<file path="config.mk">
export PLATFORM = sky130hd
export DESIGN_NAME = pwm_bridge_driver
export DESIGN_NICKNAME = d
export VERILOG_FILES = /design/src/rtl/pwm_bridge_driver.sv
export SDC_FILE = /design/constraint.sdc
export NUM_CORES = 1
export LEC_CHECK = 0
export CAP_MARGIN = 15
export CORE_MARGIN = 1.5
export CORE_UTILIZATION = 55
export DETAILED_ROUTE_END_ITERATION = 8
export PLACE_DENSITY = 0.77
export SETUP_SLACK_MARGIN = 0.2
export SKIP_CTS_REPAIR_TIMING = 1
export SLEW_MARGIN = 10
export SYNTH_ARGS = -nofsm -noshare
export SYNTH_HDL_FRONTEND = slang
export SYNTH_SLANG_ARGS = --single-unit
</file>
<file path="constraint.sdc">
create_clock -name clk -period 5.2 [get_ports clk]
set_input_delay 1.04 -clock clk [delete_from_list [all_inputs] [get_ports clk]]
set_output_delay 1.04 -clock clk [all_outputs]
set_load 0.05 [all_outputs]
</file>
<file path="src/rtl/pwm_bridge_driver.sv">
// Half-bridge PWM generator: period counter, double-buffered duty handshake,
// dead-time gate FSM and a latching fault shutdown.
module pwm_bridge_driver #(
  parameter int unsigned W        = 16,
  parameter int unsigned PERIOD   = 1000,
  parameter int unsigned DEADTIME = 20
) (
  input  logic         clk,
  input  logic         rst,
  input  logic         en,
  input  logic [W-1:0] duty_in,
  input  logic         duty_vld,
  output logic         duty_rdy,
  input  logic         fault,
  input  logic         fault_clr,
  output logic         hs,
  output logic         ls,
  output logic         period_start,
  output logic         faulted,
  output logic [W-1:0] cnt
);

  typedef enum logic [2:0] {
    ST_OFF,
    ST_DEAD,
    ST_HS_ON,
    ST_LS_ON,
    ST_FAULT
  } state_t;

  localparam logic [W-1:0] PER     = W'(PERIOD);
  localparam logic [W-1:0] LAST    = W'(PERIOD - 1);
  localparam logic [7:0]   DT_LOAD = 8'(DEADTIME - 1);

  state_t       state;
  logic [W-1:0] shadow;
  logic [W-1:0] duty_act;
  logic [7:0]   dead_cnt;
  logic         target;

  logic         run;
  logic         wrap;
  logic         raw;
  logic         start;
  logic         xfer;
  logic [W-1:0] duty_clamped;

  // A fault request stops the counter in the same cycle it arrives,
  // before faulted has had a chance to register.
  assign run          = en & ~fault & ~faulted;
  assign wrap         = run & (cnt == LAST);
  assign raw          = cnt < duty_act;
  assign start        = (state == ST_OFF) & en & ~fault;
  assign xfer         = duty_vld & duty_rdy;
  assign duty_clamped = (duty_in > PER) ? PER : duty_in;

  always_ff @(posedge clk or posedge rst) begin
    if (rst) begin
      cnt          <= '0;
      period_start <= 1'b0;
    end else begin
      period_start <= wrap;
      if (!run || wrap) begin
        cnt <= '0;
      end else begin
        cnt <= cnt + W'(1);
      end
    end
  end

  // duty_rdy doubles as the shadow-empty flag, so a transfer and a load
  // can never coincide: a wrap only consumes a full shadow.
  always_ff @(posedge clk or posedge rst) begin
    if (rst) begin
      shadow   <= '0;
      duty_act <= '0;
      duty_rdy <= 1'b1;
    end else if (xfer) begin
      shadow   <= duty_clamped;
      duty_rdy <= 1'b0;
    end else if (!duty_rdy && (wrap || start)) begin
      duty_act <= shadow;
      duty_rdy <= 1'b1;
    end
  end

  always_ff @(posedge clk or posedge rst) begin
    if (rst) begin
      state    <= ST_OFF;
      hs       <= 1'b0;
      ls       <= 1'b0;
      faulted  <= 1'b0;
      dead_cnt <= '0;
      target   <= 1'b0;
    end else if (fault) begin
      state   <= ST_FAULT;
      faulted <= 1'b1;
      hs      <= 1'b0;
      ls      <= 1'b0;
    end else if (state == ST_FAULT) begin
      if (fault_clr) begin
        state   <= ST_OFF;
        faulted <= 1'b0;
      end
    end else if (!en) begin
      state <= ST_OFF;
      hs    <= 1'b0;
      ls    <= 1'b0;
    end else begin
      case (state)
        ST_OFF: begin
          state    <= ST_DEAD;
          target   <= raw;
          dead_cnt <= DT_LOAD;
        end
        ST_HS_ON: begin
          if (!raw) begin
            state    <= ST_DEAD;
            target   <= 1'b0;
            dead_cnt <= DT_LOAD;
            hs       <= 1'b0;
          end
        end
        ST_LS_ON: begin
          if (raw) begin
            state    <= ST_DEAD;
            target   <= 1'b1;
            dead_cnt <= DT_LOAD;
            ls       <= 1'b0;
          end
        end
        ST_DEAD: begin
          target <= raw;
          if (dead_cnt == 8'd0) begin
            state <= target ? ST_HS_ON : ST_LS_ON;
            hs    <= target;
            ls    <= ~target;
          end else begin
            dead_cnt <= dead_cnt - 8'd1;
          end
        end
        default: begin
          state <= ST_OFF;
          hs    <= 1'b0;
          ls    <= 1'b0;
        end
      endcase
    end
  end

endmodule

</file>
==> metrics.txt <==
warnings from Yosys=0; Worst Path Buf+Inv=1; maximum vdd drop=0.174 mV; Layout Skew=0.00568 ns; Worst-path clk slew=0.07 ns; FF-to-FF path depth=7; syn_nets=372; share of flip-flops with an asynchronous set or reset=1.00; Die W=81.4 um; worst endpoint data arrival time=1.75 ns; top cells by count, synth=64 x dfrtp_1, 39 x nor2_1, 29 x nand2_1; share of cells above drive strength 1=0.115; largest net degree at the start of global routing=58; most numerous cell in the Yosys netlist=dfrtp_1; ys flop type=dfrtp_1; CP Launch Point=duty_rdy$_DFFE_PP1P_; Flop pwr share=0.527; Sink Count=65; post-synth top area share=0.474; Final Max Slew Viols=0; Die ar.=6620 um2; crit-path max cell delay=0.82 ns; Min Clock Period, post-route=2.79 ns; Multi-input gate area=1640 um2; Worst setup endpoint=duty_rdy; Slew @ Worst Pin=1.03 ns; Yosys top cell by area=dfrtp_1; EDFF count, synth=0; Top delay family on crit path=buffers and inverters; status=finished, final reports clean; drt total wl=6770 um; post-synth cell types=52; final hold vios=0; TNS Setup=0 ns; Area after DPL=3870 um2; core box area=5920 um2; path length in cells of the critical path=1; Antenna Nets Post-Route=0; cell-internal power=815 uW; # IOs=43; H-tree depth=3; clock buffer count from CTS=9; Power Total=1.11 mW; fin crit share=0.537; pwr/cell area=275 nW/um2; Crit path required time=4.16 ns; cell count after placement=443; WL/cell=14.8 um; IO buf count=42; row count=28; Pre-Repair DR Iteration Count=4; vias per cell=5.62; initial DRC count=111; clk buf depth=2; Setup crit start kind=flip-flop; switching share of power=0.265; Crit Path Class=flip-flop to output pin; post-DP HPWL=4890 um; worst-path fanout max=5; reg-to-reg critical path endpoint=dead_cnt[3]$_DFFE_PP0P_; antenna violations before repair=0; Vias=2574; Seq cells post-synth=65; leakage=1.80 nW; Syn Std Cell Area=3380 um2; Comb power frac=0.146; GPL Wtd Cong=0.901; critical path's slowest cell=clkdlybuf4s50_1; number of max-cap violations=0; # setup viols final=0; Rel. slew slack=0.313; DRC viols=0; Clock Power Share=0.327; post-synthesis cell count=332; unrepaired setup endpoints after global routing=no; nets=419; clock tree from TritonCTS=built; grt ovf=0; Setup WS pre-CTS=2.20 ns; Setup WS post-layout=2.41 ns; Worst-Skew Late Latency=0.33 ns; largest cells by area after synthesis=dfrtp_1 47%, ha_1 6.7%, nor2_1 4.3%; HP Class=flip-flop to flip-flop; first-pass GRT wire length=11200 um; Post-Layout Cell Count=458; antenna diode count=0; worst hold stages=2; sequential area share after synthesis=0.482; vias in the first global route=2437; Area Growth Syn to Fin=19.2%; Setup crit end kind=output pin; GRT Resource Usage Total=0.224; post-route cell area=4030 um2; R2R Path Start=cnt[13]$_DFF_PP0_; Syn Area/Cell=10.2 um2; FMAX=358 MHz; Root Buffer=clkbuf_8; Fill cells=471; die height=81.4 um; CP cell instances=clkdlybuf4s50_1; R2R Setup Slk=2.55 ns; Psw=294 uW; Initial Utilization=0.571; Seq. cell area=1630 um2
cell usage in the layout, fill, tap and decap left out, types with 3 or more instances in the layout:
master           netlist  final
mux2_2                 8      8
a22o_1                 5      5
xnor2_1                3      3
mux2_4                 9      9
nor3_1                 4      4
clkdlybuf4s50_1        0     42
nand2_1               29     29
a21oi_1               15     15
nor2_1                39     39
nand4_1                5      5
nor4_1                 4      4
nand2b_1               6      6
xor2_1                 9      9
clkbuf_8               0     10
and2_1                 6      6
clkinv_2               0      4
dfrtp_1               64     64
inv_1                 22     21
o21ai_0               19     19
or3_1                  4      4
nand3_1               15     15
ha_1                  18     18
final cells by class:
class	count	share of cell area
clock buffer	11	0.0351
clock inverter	4	0.00497
tap	75	0.0233
sequential	65	0.404
timing repair buffer	43	0.106
multi-input combinational	238	0.406
inverter	22	0.0205
metrics by stage:
step,utilization,hold WS (ns)
3_3_place_gp,0.653,0.463
6_report,0.680,0.482
2_1_floorplan,-,0.446
4_1_cts,0.680,0.487
5_1_grt,0.680,0.519
3_5_place_dp,0.653,0.467
sequential cells by signal, indices dropped and copies added (netlist names):
name          flops
cnt              16
dead_cnt          8
duty_act         16
duty_rdy          1
faulted           1
hs                1
ls                1
period_start      1
shadow           16
state             3
target            1
cells by family (layout without fill, tap and decap cells):
group,count (synthesis),count (layout),synth area share
xor gates and xnor gates,12,12,0.0311
AOI/OAI and AO/OA,63,63,0.122
adders and majority gates,18,18,0.0666
buffers and inverters,29,80,0.0344
DFF,65,65,0.482
and+or+nand+nor,126,126,0.191
muxes,19,19,0.0726
metal layers:
metal | GRT usage | vias up | share of wire
li1 | - | 1260 | -
met1 | 0.319 | 1229 | 0.49
met2 | 0.321 | 74 | 0.45
met3 | 0.0449 | 11 | 0.046
met4 | 0.116 | 0 | 0.018
met5 | 0 | - | 0
power by group through the flow:
stage          Combinational [mW]  Sequential (mW)  Clock, mW
3_3_place_gp                0.157            0.592          0
2_1_floorplan               0.117            0.588          0
6_report                    0.162            0.584      0.362
5_1_grt                     0.185            0.591      0.395
4_1_cts                     0.164            0.584      0.370
3_5_place_dp                0.163            0.594          0
worst min-delay path by stage:
stage                                 from                     end  slack [ns]
floorplan            shadow[9]$_DFFE_PP0P_   shadow[9]$_DFFE_PP0P_        0.45
global placement     shadow[8]$_DFFE_PP0P_   shadow[8]$_DFFE_PP0P_        0.46
detailed placement  shadow[15]$_DFFE_PP0P_  shadow[15]$_DFFE_PP0P_        0.47
CTS                 shadow[15]$_DFFE_PP0P_  shadow[15]$_DFFE_PP0P_        0.49
global route        shadow[14]$_DFFE_PP0P_  shadow[14]$_DFFE_PP0P_        0.52
finish               shadow[7]$_DFFE_PP0P_   shadow[7]$_DFFE_PP0P_        0.48
Power figures use the tool's default switching activity.
